$ cat src/rtl/apu_link_pkg.sv
// Definitions shared by both ends of the APU register link (encoder and chiptune decoder).
// Covers the FSM state encoding, framing constants and packing of the register image.
package apu_link_pkg;

  typedef enum logic [2:0] {
    ST_IDLE  = 3'd0,
    ST_START = 3'd1,
    ST_DATA  = 3'd2,
    ST_STOP  = 3'd3,
    ST_GAP   = 3'd4
  } apu_state_e;

  localparam int   REG_COUNT  = 4;
  localparam int   FRAME_BITS = 10;
  localparam logic START_BIT  = 1'b0;
  localparam logic STOP_BIT   = 1'b1;

  // reg_0 occupies the low byte so a plain right shift yields register order, LSB first.
  function automatic logic [8*REG_COUNT-1:0] pack_image(input logic [7:0] r0,
                                                        input logic [7:0] r1,
                                                        input logic [7:0] r2,
                                                        input logic [7:0] r3);
    return {r3, r2, r1, r0};
  endfunction

endpackage

$ cat src/rtl/apu_encoder_if.sv
// Image handshake between the host and the APU link encoder.
// Handshake: the master holds valid and reg_0..reg_3 steady; a transfer happens on each rising clk edge where valid && ready.
interface apu_encoder_if;
  logic       valid;
  logic       ready;
  logic [7:0] reg_0;
  logic [7:0] reg_1;
  logic [7:0] reg_2;
  logic [7:0] reg_3;

  modport master (output valid, output reg_0, output reg_1, output reg_2, output reg_3,
                  input  ready);
  modport slave  (input  valid, input  reg_0, input  reg_1, input  reg_2, input  reg_3,
                  output ready);
endinterface

$ cat src/rtl/apu_encoder_baud_tick.sv
// Free-running bit-clock divider: sck is high for the upper half of the count, and bit_stb
// marks the cycle whose closing edge wraps the count (the falling sck edge, i.e. the bit boundary).
module baud_tick #(
  parameter int CLK_DIV = 16
) (
  input  logic clk,
  input  logic rst_n,
  output logic sck,
  output logic bit_stb
);

  localparam int            CW       = $clog2(CLK_DIV);
  localparam logic [CW-1:0] CNT_MAX  = CW'(CLK_DIV - 1);
  localparam logic [CW-1:0] CNT_HALF = CW'(CLK_DIV / 2);

  logic [CW-1:0] cnt_q, cnt_d;

  always_comb begin
    cnt_d = cnt_q + CW'(1);
    if (cnt_q == CNT_MAX) begin
      cnt_d = '0;
    end
  end

  always_ff @(posedge clk or negedge rst_n) begin
    if (!rst_n) begin
      cnt_q <= '0;
    end else begin
      cnt_q <= cnt_d;
    end
  end

  assign sck     = (cnt_q >= CNT_HALF);
  assign bit_stb = (cnt_q == CNT_MAX);

endmodule

$ cat src/rtl/apu_encoder.sv
// APU register link transmitter: takes a 4-byte image over a valid/ready handshake and
// sends it as four 8N1 bytes (LSB first), followed by an idle-high guard, on sck/sdi.
module apu_encoder
  import apu_link_pkg::*;
#(
  parameter int CLK_DIV  = 16,
  parameter int GAP_BITS = 10
) (
  input  logic               clk,
  input  logic               rst_n,
  apu_encoder_if.slave       bus,
  output logic               sck,
  output logic               sdi,
  output logic               busy,
  output apu_state_e         dbg_state
);

  localparam int            GW       = (GAP_BITS > 1) ? $clog2(GAP_BITS) : 1;
  localparam logic [GW-1:0] GAP_LAST = GW'(GAP_BITS - 1);
  localparam logic [1:0]    BYTE_LAST = 2'(REG_COUNT - 1);

  logic bit_stb;

  baud_tick #(.CLK_DIV(CLK_DIV)) u_baud_tick (
    .clk     (clk),
    .rst_n   (rst_n),
    .sck     (sck),
    .bit_stb (bit_stb)
  );

  apu_state_e      state_q, state_d;
  logic            armed_q, armed_d;
  logic [2:0]      bit_cnt_q, bit_cnt_d;
  logic [1:0]      byte_idx_q, byte_idx_d;
  logic [GW-1:0]   gap_cnt_q, gap_cnt_d;
  logic [31:0]     buf_q, buf_d;
  logic            ready_int;
  logic            accept;
  logic            sdi_int;

  // armed_q holds an accepted image in IDLE until the next bit boundary, so START always
  // gets a full bit period even when the accept lands on a boundary edge.
  assign ready_int = (state_q == ST_IDLE) && !armed_q;
  assign accept    = bus.valid && ready_int;

  always_comb begin
    state_d    = state_q;
    armed_d    = armed_q;
    bit_cnt_d  = bit_cnt_q;
    byte_idx_d = byte_idx_q;
    gap_cnt_d  = gap_cnt_q;
    buf_d      = buf_q;
    sdi_int    = STOP_BIT;

    case (state_q)
      ST_IDLE: begin
        if (accept) begin
          buf_d      = pack_image(bus.reg_0, bus.reg_1, bus.reg_2, bus.reg_3);
          armed_d    = 1'b1;
          byte_idx_d = 2'd0;
          bit_cnt_d  = 3'd0;
        end else if (armed_q && bit_stb) begin
          armed_d = 1'b0;
          state_d = ST_START;
        end
      end
      ST_START: begin
        sdi_int = START_BIT;
        if (bit_stb) begin
          bit_cnt_d = 3'd0;
          state_d   = ST_DATA;
        end
      end
      ST_DATA: begin
        sdi_int = buf_q[0];
        if (bit_stb) begin
          buf_d = buf_q >> 1;
          if (bit_cnt_q == 3'd7) begin
            state_d = ST_STOP;
          end else begin
            bit_cnt_d = bit_cnt_q + 3'd1;
          end
        end
      end
      ST_STOP: begin
        sdi_int = STOP_BIT;
        if (bit_stb) begin
          if (byte_idx_q == BYTE_LAST) begin
            gap_cnt_d = '0;
            state_d   = ST_GAP;
          end else begin
            byte_idx_d = byte_idx_q + 2'd1;
            state_d    = ST_START;
          end
        end
      end
      ST_GAP: begin
        if (bit_stb) begin
          if (gap_cnt_q == GAP_LAST) begin
            state_d = ST_IDLE;
          end else begin
            gap_cnt_d = gap_cnt_q + GW'(1);
          end
        end
      end
      default: begin
        state_d = ST_IDLE;
      end
    endcase
  end

  always_ff @(posedge clk or negedge rst_n) begin
    if (!rst_n) begin
      state_q    <= ST_IDLE;
      armed_q    <= 1'b0;
      bit_cnt_q  <= 3'd0;
      byte_idx_q <= 2'd0;
      gap_cnt_q  <= '0;
      buf_q      <= 32'd0;
    end else begin
      state_q    <= state_d;
      armed_q    <= armed_d;
      bit_cnt_q  <= bit_cnt_d;
      byte_idx_q <= byte_idx_d;
      gap_cnt_q  <= gap_cnt_d;
      buf_q      <= buf_d;
    end
  end

  assign bus.ready = ready_int;
  assign busy      = !ready_int;
  assign sdi       = sdi_int;
  assign dbg_state = state_q;

endmodule
$ cat src/flat_wrapper.sv
// flat-port wrapper written by rule: the top's interface ports become plain ports
module apu_encoder_flat import apu_link_pkg::*;
#(
  parameter int CLK_DIV  = 16,
  parameter int GAP_BITS = 10
)
  (clk, rst_n, sck, sdi, busy, dbg_state, bus_valid, bus_reg_0, bus_reg_1, bus_reg_2, bus_reg_3, bus_ready);
  apu_encoder_if bus_i ();
  input  logic clk;
  input  logic rst_n;
  output logic sck;
  output logic sdi;
  output logic busy;
  output apu_state_e dbg_state;
  input wire logic [$bits(bus_i.valid)-1:0] bus_valid;
  input wire logic [$bits(bus_i.reg_0)-1:0] bus_reg_0;
  input wire logic [$bits(bus_i.reg_1)-1:0] bus_reg_1;
  input wire logic [$bits(bus_i.reg_2)-1:0] bus_reg_2;
  input wire logic [$bits(bus_i.reg_3)-1:0] bus_reg_3;
  output wire logic [$bits(bus_i.ready)-1:0] bus_ready;
  assign bus_i.valid = bus_valid;
  assign bus_i.reg_0 = bus_reg_0;
  assign bus_i.reg_1 = bus_reg_1;
  assign bus_i.reg_2 = bus_reg_2;
  assign bus_i.reg_3 = bus_reg_3;
  assign bus_ready = bus_i.ready;
  apu_encoder #(.CLK_DIV(CLK_DIV), .GAP_BITS(GAP_BITS)) u_core (.clk(clk), .rst_n(rst_n), .bus(bus_i), .sck(sck), .sdi(sdi), .busy(busy), .dbg_state(dbg_state));
endmodule
$ cat config.mk
export PLATFORM = sky130hd
export DESIGN_NAME = apu_encoder_flat
export DESIGN_NICKNAME = d
export VERILOG_FILES = /design/src/rtl/apu_link_pkg.sv /design/src/rtl/apu_encoder_if.sv /design/src/rtl/apu_encoder_baud_tick.sv /design/src/rtl/apu_encoder.sv /design/src/flat_wrapper.sv
export SDC_FILE = /design/constraint.sdc
export NUM_CORES = 1
export LEC_CHECK = 0
export ABC_CLOCK_PERIOD_IN_PS = 1800
export CAP_MARGIN = 20
export CORE_AREA = 2 2 102 104
export CTS_BUF_LIST = sky130_fd_sc_hd__clkbuf_8
export CTS_CLUSTER_DIAMETER = 150
export DETAILED_ROUTE_END_ITERATION = 10
export DIE_AREA = 0 0 104 106
export GPL_TIMING_DRIVEN = 0
export MAX_ROUTING_LAYER = met4
export PLACE_DENSITY = 0.51
export REMOVE_ABC_BUFFERS = 1
export SLEW_MARGIN = 10
export SYNTH_ARGS = -nofsm -noshare
export SYNTH_HDL_FRONTEND = slang
export SYNTH_SLANG_ARGS = --single-unit
$ cat constraint.sdc
create_clock -name clk -period 1.8 [get_ports clk]
set_clock_uncertainty 0.2 [all_clocks]
set_input_delay 0.18 -clock clk [delete_from_list [all_inputs] [get_ports clk]]
set_output_delay 0.18 -clock clk [all_outputs]
set_load 0.1 [all_outputs]
Word level (Yosys, flattened, before mapping)
Cells that the tools add are included.
{"block": "word_totals", "reg_bits": 49, "input_bits": 35, "output_inout_bits": 7, "wordCells": 81}
{"block": "op_classes", "addsub": 4, "magnitude_cmp": 1, "n_eq_ne": 21, "n_mux": 31, "reduce_logical": 17}
{"operator": "32-bit two-way mux", "count": 2}
{"operator": "32-bit case mux with 2 select lines", "count": 1}
{"operator": "3-bit two-way mux", "count": 13}
{"operator": "4-bit two-way mux", "count": 5}
{"operator": "2-bit by 1-bit inequality test with 1-bit output (second input constant)", "count": 8}
{"operator": "3-bit case mux with 5 select lines", "count": 1}
{"operator": "2-bit inequality test (second input constant)", "count": 5}
{"operator": "5-bit AND reduction", "count": 2}
{"operator": "3-bit case mux with 3 select lines", "count": 1}
{"operator": "4-bit by 1-bit adder with 4-bit output (second input constant)", "count": 2}
{"operator": "4-bit equality test (second input constant)", "count": 2}
{"operator": "4-bit case mux with 2 select lines", "count": 1}
{"operator": "8-bit AND reduction", "count": 1}
{"operator": "2-bit nonzero test", "count": 4}
{"operator": "3-bit by 2-bit equality test with 1-bit output (second input constant)", "count": 2}
{"operator": "3-bit equality test (second input constant)", "count": 2}
{"operator": "2-bit two-way mux", "count": 3}
{"operator": "4-bit greater-or-equal comparator (second input constant)", "count": 1}
{"operator": "2-bit case mux with 2 select lines", "count": 1}
{"operator": "4-bit AND reduction", "count": 1}
{"operator": "3-bit by 1-bit adder with 3-bit output (second input constant)", "count": 1}
{"operator": "3-bit by 1-bit equality test with 1-bit output (second input constant)", "count": 1}
{"operator": "1-bit logical AND", "count": 3}
{"operator": "3-bit zero test", "count": 1}
{"operator": "8 further kinds", "count": 10}

Depth between registers and ports, before layout
Gate-level depths: netlist (run 1).
{"block": "logic_depth", "ltp_word": 5, "ltp_mapped": 6, "mapped_depth_nobuf": 6}

Modules after synthesis
A second synthesis (run 1) with hierarchy kept.
{"block": "hier_totals", "cells_unflattened": 243, "area_unflattened_um2": 2560.0}
{"module": "apu_encoder", "instances": 1, "cells_each": 226, "area_each_um2": 2371.0, "seq_area_each_um2": 1126.1}
{"module": "baud_tick", "instances": 1, "cells_each": 17, "area_each_um2": 188.9, "seq_area_each_um2": 100.1}

Least setup slack after synthesis (run 1)
Ideal clock, no wire load.
{"block": "synth_timing", "kind": "reg2out", "start": "register u_core.state_q[1] (netlist: u_core.dbg_state[1])", "end": "output port busy", "arrival_ps": 3639, "t_required_ps": 1420, "slack_ps": -2219, "stages_incl_launch_ff": 5, "n_path_buf": 1, "path_cell_list": "dfrtp_1 buf_6 or3_4 nor2_1 inv_1"}
{"block": "synth_between", "elab_chain_cells": 3}
{"element": "start: declaration", "line_no": "apu_encoder.sv:31", "rtl": "apu_state_e state_q, state_d;"}
{"element": "start signal: assignment", "line_no": "apu_encoder.sv:121", "rtl": "state_q <= state_d;"}
{"element": "3-bit zero test", "line_no": "apu_encoder.sv:43", "rtl": "assign ready_int = (state_q == ST_IDLE) && !armed_q;"}
{"element": "1-bit logical AND", "line_no": "apu_encoder.sv:43"}
{"element": "net bus_ready", "line_no": "flat_wrapper.sv:20", "rtl": "output wire logic [$bits(bus_i.ready)-1:0] bus_ready;"}
{"element": "1-bit zero test", "line_no": "apu_encoder.sv:131", "rtl": "assign busy = !ready_int;"}
{"element": "end: declaration", "line_no": "flat_wrapper.sv:13", "rtl": "output logic busy;"}
The timed path passes the listed nets, and every way through them passes these cells.

Worst setup path in the final report (run 1)
{"block": "layout_timing", "start": "register u_core.state_q[0] (netlist: u_core.dbg_state[0])", "end": "register u_core.buf_q[6]"}
{"block": "layout_between", "elab_chain_cells": 5, "word_cells_on_any_way": 9, "cone_classes": "3 x eq/ne; 1 x mux; 5 x reduce/logical"}
{"element": "3-bit zero test", "line_no": "apu_encoder.sv:43, apu_encoder.sv:55"}
{"element": "1-bit logical AND", "line_no": "apu_encoder.sv:43"}
{"element": "1-bit logical AND", "line_no": "apu_encoder.sv:44", "rtl": "assign accept = bus.valid && ready_int;"}
{"element": "2-bit by 1-bit inequality test with 1-bit output (no source line)"}
{"element": "3-bit AND reduction (no source line)"}
{"element": "end signal: assignment", "line_no": "apu_encoder.sv:126", "rtl": "buf_q <= buf_d;"}
{"element": "end: declaration", "line_no": "apu_encoder.sv:36", "rtl": "logic [31:0] buf_q, buf_d;"}
Several ways; a longest one is shown, not always the timed one.
A chain may end at the register's enable or synchronous reset.

==> impl_metrics.yaml, run 1 <==
status:
  status: "complete, but fails checks"
  violations: "negative setup slack"
clock_tree:
  cts_tree: "yes"
  clockRootBuffer: "clkbuf_8"
  cts_max_level: 2
  cts_buffers: 5
  insertion_delay_ns: 0.31
  clkTransAtPathRegs_ns: 0.10
  clk_path_buf_depth: 2
  cts.sinks: 49
route:
  drc: 0
  drt_wl_total_um: 5629
  postRouteAntennaNets: 0
  viasPerCell: 4.314
  drt_iter0_drc: 32
  wl_per_cell_um: 13.60
  first_pass_iters: 4
  num_vias: 1786
critical_path:
  rrSetupSlack_ns: -0.19
  crit_path_max_fanout: 18
  worstSetupPathType: "flip-flop to flip-flop"
  end_kind: "flip-flop"
  r2r_cells: 5
  path_buf_inv: 1
  crit_family: "simple AND/OR/NAND/NOR gates"
  worstReg2RegStart: "u_core.dbg_state[0]$_DFFE_PN0P_"
  arrival_ns: 1.99
  timing.rr.end: "u_core.buf_q[6]$_DFFE_PN0P_"
  cp_cell_sequence: "or3_4, nor2b_4, nor2_4, buf_12, mux2_4"
  startpoint_type: "flip-flop"
  cpPeakStageDelay_ns: 0.49
  worst_ep_required_time_ns: 1.81
  cpMaxStageDelayCell: "dfrtp_2"
placed_design:
  place_hpwl_um: 3384
  place.gp.congestion: 0.7328
  port_buffers: 41
  post-place-ws_ns: -0.9058
power:
  combPwrFrac: 0.094
  total_power_uw: 2210
  switching_share: 0.2269
  clkPwrFrac: 0.383
  seq_power_share: 0.523
  power.density_nw_per_um2: 577.0
  switchingPower_uw: 501.3
  power.internal_uw: 1708
  power_leakage_uw: 0.001758
  vdd_drop_max_uv: 297.9
timing:
  fin_ws_ns: -0.1865
  maxSlewViolCount: 0
  fmax_ghz: 0.5034
  setup_viol: 44
  fin_crit_ns: 1.987
  rsz0062_at_grt: "yes"
  hold_viol: 0
  fin_crit_sh: 1.104
  max_slew_margin: 0.6272
  tightestPinTransition_ns: 0.5592
  fin_tns_setup_ns: -6.653
floorplanning:
  start_util: 0.2735
  dieHeight_um: 106
  core.rowCount: 37
  core_um2: 10000
  die_area_um2: 11020
  design.portCount: 42
  dieWidth_um: 104
synthesis:
  synth_area_um2: 2735
  synthCells: 205
  ys.flop_type: "dfrtp_1"
  synth.avg_cell_area_um2: 13.34
  yosysSeqAreaShare: 0.4483
  synth_edf_count: 0
  ys_ff_latch: 49
  yosysUniqueCellTypes: 47
  ys_warn_count: 0
  async_flop_share: 1.000
finish:
  fin_nets: 319
  area_growth_pct: 40.03
  diodes: 0
  drive_gt1_frac: 0.5072
  fillCellCount: 1021
worst_hold_path:
  min_path_type: "primary input to async pin"
global_route:
  grt_max_degree: 29
  grt.overflow.total: 0
  grt_pass1_vias: 1869
  antenna_found_initial: 0
  track_usage: 0.1064
  grt_pass1_wl_um: 9163
job:
  drv_cap: 0
-- flip-flops by register name (all words and copies together), names as in the netlist --
| name | flops |
|---|---|
| u_core.gap_cnt_q | 4 |
| u_core.bit_cnt_q | 3 |
| u_core.dbg_state | 3 |
| u_core.buf_q | 32 |
| u_core.byte_idx_q | 2 |
| u_core.armed_q | 1 |
| u_core.u_baud_tick.cnt_q | 4 |
-- routing by layer --
metal | global-route usage | up-vias | routed length [µm]
met4 | 0.02896 | 0 | 50
met1 | 0.1334 | 883 | 2691
li1 | - | 869 | -
met2 | 0.1758 | 29 | 2710
met5 | - | - | 0
met3 | 0.02207 | 5 | 177
-- layout by cell type (no fill, tap or decap), types with 6 or more instances in the layout --
cell type        Yosys  layout
mux2_4              30      34
buf_6                5       8
dfrtp_1             49      46
buf_4                1      21
clkdlybuf4s50_1      0      33
ha_1                 7       6
buf_12               0       6
mux2_2              35      32
inv_1               10       9
-- final cells by class --
type                    instances  area, µm²  share of cell area
well taps                     136      170.2             0.04443
repair buffers                 76      787.0              0.2055
clock inverters                 3      50.05             0.01307
flip-flops and latches         49       1230              0.3211
clock buffers                   5      68.82             0.01797
multi-input cells             135       1486              0.3881
inverters                      10      37.54            0.009801
-- power by group through the flow --
stage	Sequential (µW)	Clock, µW	Combinational (µW)
floorplan	1170	0	92.1
global placement	1180	0	199
detailed placement	1170	0	204
CTS	1150	895	212
global route	1160	926	226
finish	1150	846	208
-- worst max path at each step --
stage / to / start / cells past startpoint
after detailed placement: bus_ready / u_core.dbg_state[0]$_DFFE_PN0P_ / 3
after floorplan: busy / u_core.dbg_state[0]$_DFFE_PN0P_ / 3
after CTS: u_core.buf_q[20]$_DFFE_PN0P_ / u_core.dbg_state[0]$_DFFE_PN0P_ / 6
after global placement: u_core.buf_q[23]$_DFFE_PN0P_ / u_core.u_baud_tick.cnt_q[0]$_DFF_PN0_ / 5
after global routing: u_core.buf_q[3]$_DFFE_PN0P_ / u_core.dbg_state[0]$_DFFE_PN0P_ / 5
final: u_core.buf_q[6]$_DFFE_PN0P_ / u_core.dbg_state[0]$_DFFE_PN0P_ / 5
-- logic make-up after synthesis --
family / after synthesis / share of synthesized area
AOI/OAI and AO/OA: 19 / 0.04575
xor gates and xnor gates: 2 / 0.006406
adders and majority gates: 7 / 0.03202
buffers and inverters: 21 / 0.05215
DFF: 49 / 0.4483
muxes: 71 / 0.3312
and+or+nand+nor: 36 / 0.08419
-- through the flow --
stage,hold WS (ns),utilization,instance area (µm²),std cells
after floorplan,-0.3156,-,2630,194
after global placement,0.2734,0.3211,3211,371
after detailed placement,-0.005030,0.3281,3281,375
after CTS,0.1912,0.3750,3750,409
after global routing,0.2338,0.3830,3830,414
final,0.1845,0.3830,3830,414
-- synthesized netlist by cell type (2+ instances only) --
library cell | count | area (µm²)
a21oi_1 | 3 | 15.01
a31oi_1 | 2 | 12.51
and3_1 | 2 | 12.51
and4_1 | 2 | 17.52
buf_2 | 2 | 10.01
buf_6 | 5 | 56.30
clkbuf_8 | 2 | 27.53
dfrtp_1 | 49 | 1226
ha_1 | 7 | 87.58
inv_1 | 10 | 37.54
mux2_2 | 35 | 394.1
mux2_4 | 30 | 450.4
mux2i_1 | 5 | 50.05
nand2_1 | 5 | 18.77
nor2_1 | 7 | 26.28
nor3_1 | 4 | 20.02
o21ai_0 | 5 | 25.02
-- what timing repair did --
action | 4_1_cts | 5_1_grt
endpoints found under the hold margin | 21 | 0
buffers inserted | 24 | 6
setup endpoints to repair | 50 | 46
cloned | 1 | 1
gates resized for setup | 67 | 13
pin swaps | 6 | 5
hold buffers | 1 | 0
Note: power is estimated with default switching activity, not from simulation.
==> run 2, diff against run 1 <==
--- a/config.mk
+++ b/config.mk
@@ -5,7 +5,7 @@
 export SDC_FILE = /design/constraint.sdc
 export NUM_CORES = 1
 export LEC_CHECK = 0
-export ABC_CLOCK_PERIOD_IN_PS = 1800
+export ABC_CLOCK_PERIOD_IN_PS = 2200
 export CAP_MARGIN = 20
 export CORE_AREA = 2 2 102 104
 export CTS_BUF_LIST = sky130_fd_sc_hd__clkbuf_8
@@ -14,7 +14,7 @@
 export DIE_AREA = 0 0 104 106
 export GPL_TIMING_DRIVEN = 0
 export MAX_ROUTING_LAYER = met4
-export PLACE_DENSITY = 0.51
+export PLACE_DENSITY = 0.5
 export REMOVE_ABC_BUFFERS = 1
 export SLEW_MARGIN = 10
 export SYNTH_ARGS = -nofsm -noshare
==> constraint.sdc (replaced) <==
create_clock -name clk -period 2.2 [get_ports clk]
set_clock_uncertainty 0.2 [all_clocks]
set_input_delay 0.22 -clock clk [delete_from_list [all_inputs] [get_ports clk]]
set_output_delay 0.22 -clock clk [all_outputs]
set_load 0.1 [all_outputs]
==> impl_metrics.yaml, run 2 (same netlist as run 1, synthesis figures left out) <==
status:
  status: "finished, final reports clean"
critical_path:
  cp_cell_sequence: "dlygate4sd2_1"
  path_buf_inv: 1
  timing.rr.end: "u_core.buf_q[23]$_DFFE_PN0P_"
  rrSetupSlack_ns: 0.08
  cpMaxStageDelayCell: "dlygate4sd2_1"
  end_kind: "primary output"
  crit_start: "u_core.dbg_state[0]$_DFFE_PN0P_"
  crit_family: "buffers and inverters"
  startpoint_type: "flip-flop"
  arrival_ns: 1.74
  worstSetupPathType: "flip-flop to primary output"
  worstReg2RegStart: "u_core.u_baud_tick.cnt_q[0]$_DFF_PN0_"
  crit_path_max_fanout: 15
  cpPeakStageDelay_ns: 0.90
  worst_ep_required_time_ns: 1.78
  r2r_cells: 6
route:
  drc: 0
  viasPerCell: 4.266
  postRouteAntennaNets: 0
  drt_iter0_drc: 47
  first_pass_iters: 4
  met3_length_um: 185
  wl_per_cell_um: 12.86
  drt_wl_total_um: 4976
  met2WireLength_um: 2242
  m1WireLength_um: 2511
  top_layer_used: "met4"
  num_vias: 1651
finish:
  mostFrequentLayoutCell: "dfrtp_1"
  final_cell_area_um2: 3453
  multi_input_area_um2: 1376
  drive_gt1_frac: 0.3944
  diodes: 0
  fin_nets: 292
  max_flop_register: "u_core.buf_q"
  area_growth_pct: 26.26
  largest_reg_flops: 32
  seqCellArea_um2: 1230
  utilization: 0.3453
  final_cell_mix: "dfrtp_1 (46), mux2_2 (35), clkdlybuf4s50_1 (33)"
  largest_registers: "u_core.buf_q x32, u_core.gap_cnt_q x4, u_core.u_baud_tick.cnt_q x4"
  fillCellCount: 1024
global_route:
  track_usage: 0.09739
  grt_max_degree: 33
  antenna_found_initial: 0
  grt.overflow.total: 0
  grt_pass1_wl_um: 8528
  grt_pass1_vias: 1729
timing:
  fin_crit_ns: 2.155
  tightestPinTransition_ns: 0.9605
  rsz0062_at_grt: "yes"
  fin_crit_sh: 0.9796
  setup_viol: 0
  maxSlewViolCount: 0
  fin_ws_ns: 0.04479
  max_slew_margin: 0.3622
  fmax_ghz: 0.4640
  hold_viol: 0
clock_tree:
  cts_max_level: 2
  cts.sinks: 49
  clkTransAtPathRegs_ns: 0.10
  cts_tree: "yes"
  cts_buffers: 5
  clk_path_buf_depth: 2
  clockRootBuffer: "clkbuf_8"
  insertion_delay_ns: 0.31
floorplanning:
  design.portCount: 42
  die_area_um2: 11020
  core_um2: 10000
  dieWidth_um: 104
  core.rowCount: 37
  start_util: 0.2735
  dieHeight_um: 106
power:
  power.density_nw_per_um2: 490.5
  power_leakage_uw: 0.001560
  total_power_uw: 1694
  vdd_drop_max_uv: 231.4
placed_design:
  post-place-ws_ns: -0.5341
  place_area_um2: 3293
  place_hpwl_um: 3403
  port_buffers: 41
  place.gp.congestion: 0.7396
job:
  drv_cap: 0
worst_hold_path:
  min_path_type: "primary input to async pin"
==> run 2: what timing repair did <==
item                                   in CTS  in global routing
setup endpoints to repair                  39                 28
hold buffers                                1                  0
pin swaps                                   2                  1
buffers inserted                            2                  0
endpoints found under the hold margin      17                  0
gates resized for setup                    26                  5
gates cloned                                0                  1
==> run 2: worst max-delay path by stage <==
stage,depth (start not counted),to,slack [ns]
2_1_floorplan,3,busy,-1.89
3_3_place_gp,5,u_core.buf_q[23]$_DFFE_PN0P_,-1.49
3_5_place_dp,3,bus_ready,-0.53
4_1_cts,6,u_core.buf_q[8]$_DFFE_PN0P_,0.02
5_1_grt,3,bus_ready,-0.02
6_report,1,dbg_state[0],0.04
==> run 2: layout make-up <==
type / instances / share of cell area
Multi-Input combinational cell: 135 / 0.3986
Sequential cell: 49 / 0.3562
Timing Repair Buffer: 49 / 0.1565
Tap cell: 136 / 0.04928
Clock buffer: 6 / 0.02391
Inverter: 10 / 0.01087
Clock inverter: 2 / 0.004710
==> run 2: worst register-to-register path: stages, from the launching register on <==
cell and delay, ns:
dfrtp_1 0.39, ha_1 0.24, and3_4 0.27, o21ai_0 0.14, nor2_4 0.24, buf_12 0.19
mux2_2 0.34
==> run 2: per-layer routing <==
layer	track usage	up-vias
met5	-	-
met4	0.02027	0
met3	0.02330	4
met2	0.1494	32
met1	0.1319	799
li1	-	816
==> run 2: report_power, final <==
part,total (µW),switching [µW],internal (µW),leakage [µW]
logic,164,48.9,115,0.000885
registers,944,15.4,929,0.000628
clock network,586,326,260,0.0000478
==> run 2: through the flow <==
| stage | instances | hold slack, ns | setup TNS [ns] |
|---|---|---|---|
| 2_1_floorplan | 194 | -0.2756 | -47.46 |
| 5_1_grt | 387 | 0.2070 | -0.04138 |
| 3_5_place_dp | 375 | -0.001091 | -11.55 |
| 6_report | 387 | 0.1758 | 0 |
| 4_1_cts | 386 | 0.1837 | 0 |
| 3_3_place_gp | 371 | 0.2742 | -93.31 |
==> run 3, diff against run 2 <==
--- a/config.mk
+++ b/config.mk
@@ -6,17 +6,17 @@
 export NUM_CORES = 1
 export LEC_CHECK = 0
 export ABC_CLOCK_PERIOD_IN_PS = 2200
-export CAP_MARGIN = 20
-export CORE_AREA = 2 2 102 104
+export CORE_AREA = 2 2 77 79
 export CTS_BUF_LIST = sky130_fd_sc_hd__clkbuf_8
 export CTS_CLUSTER_DIAMETER = 150
 export DETAILED_ROUTE_END_ITERATION = 10
-export DIE_AREA = 0 0 104 106
+export DIE_AREA = 0 0 79 81
 export GPL_TIMING_DRIVEN = 0
 export MAX_ROUTING_LAYER = met4
-export PLACE_DENSITY = 0.5
+export PLACE_DENSITY = 0.77
 export REMOVE_ABC_BUFFERS = 1
 export SLEW_MARGIN = 10
 export SYNTH_ARGS = -nofsm -noshare
 export SYNTH_HDL_FRONTEND = slang
 export SYNTH_SLANG_ARGS = --single-unit
+export TNS_END_PERCENT = 30
==> impl_metrics.yaml, run 3 (same netlist as run 1, synthesis figures left out) <==
global_route:
  grt.overflow.total: 0
  track_usage: 0.1628
  grt_pass1_wl_um: 7969
  grt_pass1_vias: 1702
  grt_max_degree: 37
  antenna_found_initial: 0
floorplanning:
  die_area_um2: 6399
  design.portCount: 42
  core_um2: 5675
  core.rowCount: 28
  dieWidth_um: 79
  dieHeight_um: 81
  start_util: 0.4819
critical_path:
  cpPeakStageDelay_ns: 0.49
  end_kind: "primary output"
  arrival_ns: 1.69
  worstSetupPathType: "flip-flop to primary output"
  cpMaxStageDelayCell: "dfrtp_2"
  cp_cell_sequence: "or3_4, nor2_1, inv_1, clkbuf_4"
  startpoint_type: "flip-flop"
  crit_path_max_fanout: 10
  worst_ep_required_time_ns: 1.78
clock_tree:
  clkTransAtPathRegs_ns: 0.08
  cts_buffers: 5
  cts_max_level: 2
  clockRootBuffer: "clkbuf_8"
  clk_path_buf_depth: 2
  insertion_delay_ns: 0.30
  cts_tree: "yes"
  cts.sinks: 49
route:
  drc: 0
  first_pass_iters: 4
  drt_wl_total_um: 4643
  wl_per_cell_um: 13.98
  drt_iter0_drc: 95
  num_vias: 1711
  viasPerCell: 5.154
  postRouteAntennaNets: 0
power:
  power.density_nw_per_um2: 513.0
  power_leakage_uw: 0.001604
  vdd_drop_max_uv: 318.3
  total_power_uw: 1764
timing:
  fin_crit_sh: 0.9583
  maxSlewViolCount: 0
  setup_viol: 0
  tightestPinTransition_ns: 0.9503
  hold_viol: 0
  fin_crit_ns: 2.108
  max_slew_margin: 0.3690
  fmax_ghz: 0.4743
worst_hold_path:
  min_path_type: "primary input to async pin"
placed_design:
  place_area_um2: 3221
  place_hpwl_um: 3296
  place_inst: 314
  place.gp.congestion: 0.7197
  port_buffers: 41
finish:
  largest_reg_flops: 32
  largest_registers: "u_core.buf_q x32, u_core.gap_cnt_q x4, u_core.u_baud_tick.cnt_q x4"
  fin_nets: 298
  max_flop_register: "u_core.buf_q"
  drive_gt1_frac: 0.4047
  final_cell_area_um2: 3438
  final_cell_count_no_fill: 332
  final_cell_mix: "dfrtp_1 (46), mux2_2 (35), clkdlybuf4s50_1 (33)"
  mostFrequentLayoutCell: "dfrtp_1"
  area_growth_pct: 25.71
  diodes: 0
job:
  drv_cap: 0
status:
  status: "finished, final reports clean"
run 3: cell types whose count changed in the layout (fill, tap and decap cells not counted), sizes merged:
cell and change:
bufinv +1, clkinvlp -1, buf +6
run 3: worst max-delay path: cells and delay by family (launching register included):
family	cells	cell delay (ns)
simple gates	2	0.59
flops	1	0.49
buf+inv	2	0.32
run 3: timing repair:
item / 4_1_cts / 5_1_grt
setup buffers: 5 / 4
pin swaps: 2 / 0
gates resized for setup: 28 / 3
setup endpoints to repair: 39 / 32
hold buffers: 1 / 0
hold endpoints to repair: 49 / 0
run 3: cell type report:
type                       count  area (µm²)
sequential                    49        1230
multi-input combinational    135        1376
tap                           75       93.84
clock inverter                 2       33.78
fill                         482        2237
inverter                      10       37.54
timing repair buffer          55       584.3
clock buffer                   6       82.58
run 3: per-stage QoR:
stage / setup TNS, ns / setup WS, ns / hold slack [ns] / utilization
global placement: -77.93 / -1.393 / 0.2711 / 0.5522
detailed placement: -13.53 / -0.5334 / -0.05396 / 0.5675
CTS: 0 / 0.02654 / 0.1477 / 0.5992
floorplan: -47.46 / -1.887 / -0.2756 / -
global route: -0.001702 / -0.001702 / 0.1459 / 0.6058
finish: 0 / 0.09184 / 0.1476 / 0.6058
run 3: power by group:
group	internal, µW	switching [µW]
Combinational	115	47.8
Sequential	929	16.3
Clock	366	290
run 3: routing by layer:
layer,vias to the layer above,share of wire,global-route usage,wire length [µm]
met5,-,0,-,0
met4,0,0.0099,0.03621,46
met3,5,0.054,0.05333,253
met2,37,0.47,0.2585,2170
met1,846,0.47,0.2053,2173
li1,823,-,-,-
run 3: worst paths after layout:
path                                                             from                                    end  slack, ns  depth (start not counted)
worst max-delay path                  u_core.dbg_state[0]$_DFFE_PN0P_                                   busy       0.09                          4
worst min-delay path                                            rst_n  u_core.u_baud_tick.cnt_q[1]$_DFF_PN0_       0.15                          2
worst max register to register        u_core.dbg_state[1]$_DFFE_PN0P_           u_core.buf_q[24]$_DFFE_PN0P_       0.11                          6
worst min register to register  u_core.u_baud_tick.cnt_q[0]$_DFF_PN0_  u_core.u_baud_tick.cnt_q[0]$_DFF_PN0_       0.29                          1
max in group asynchronous                                       rst_n        u_core.dbg_state[1]$_DFFE_PN0P_       1.15                          3
min in group clk                u_core.u_baud_tick.cnt_q[0]$_DFF_PN0_  u_core.u_baud_tick.cnt_q[0]$_DFF_PN0_       0.29                          1
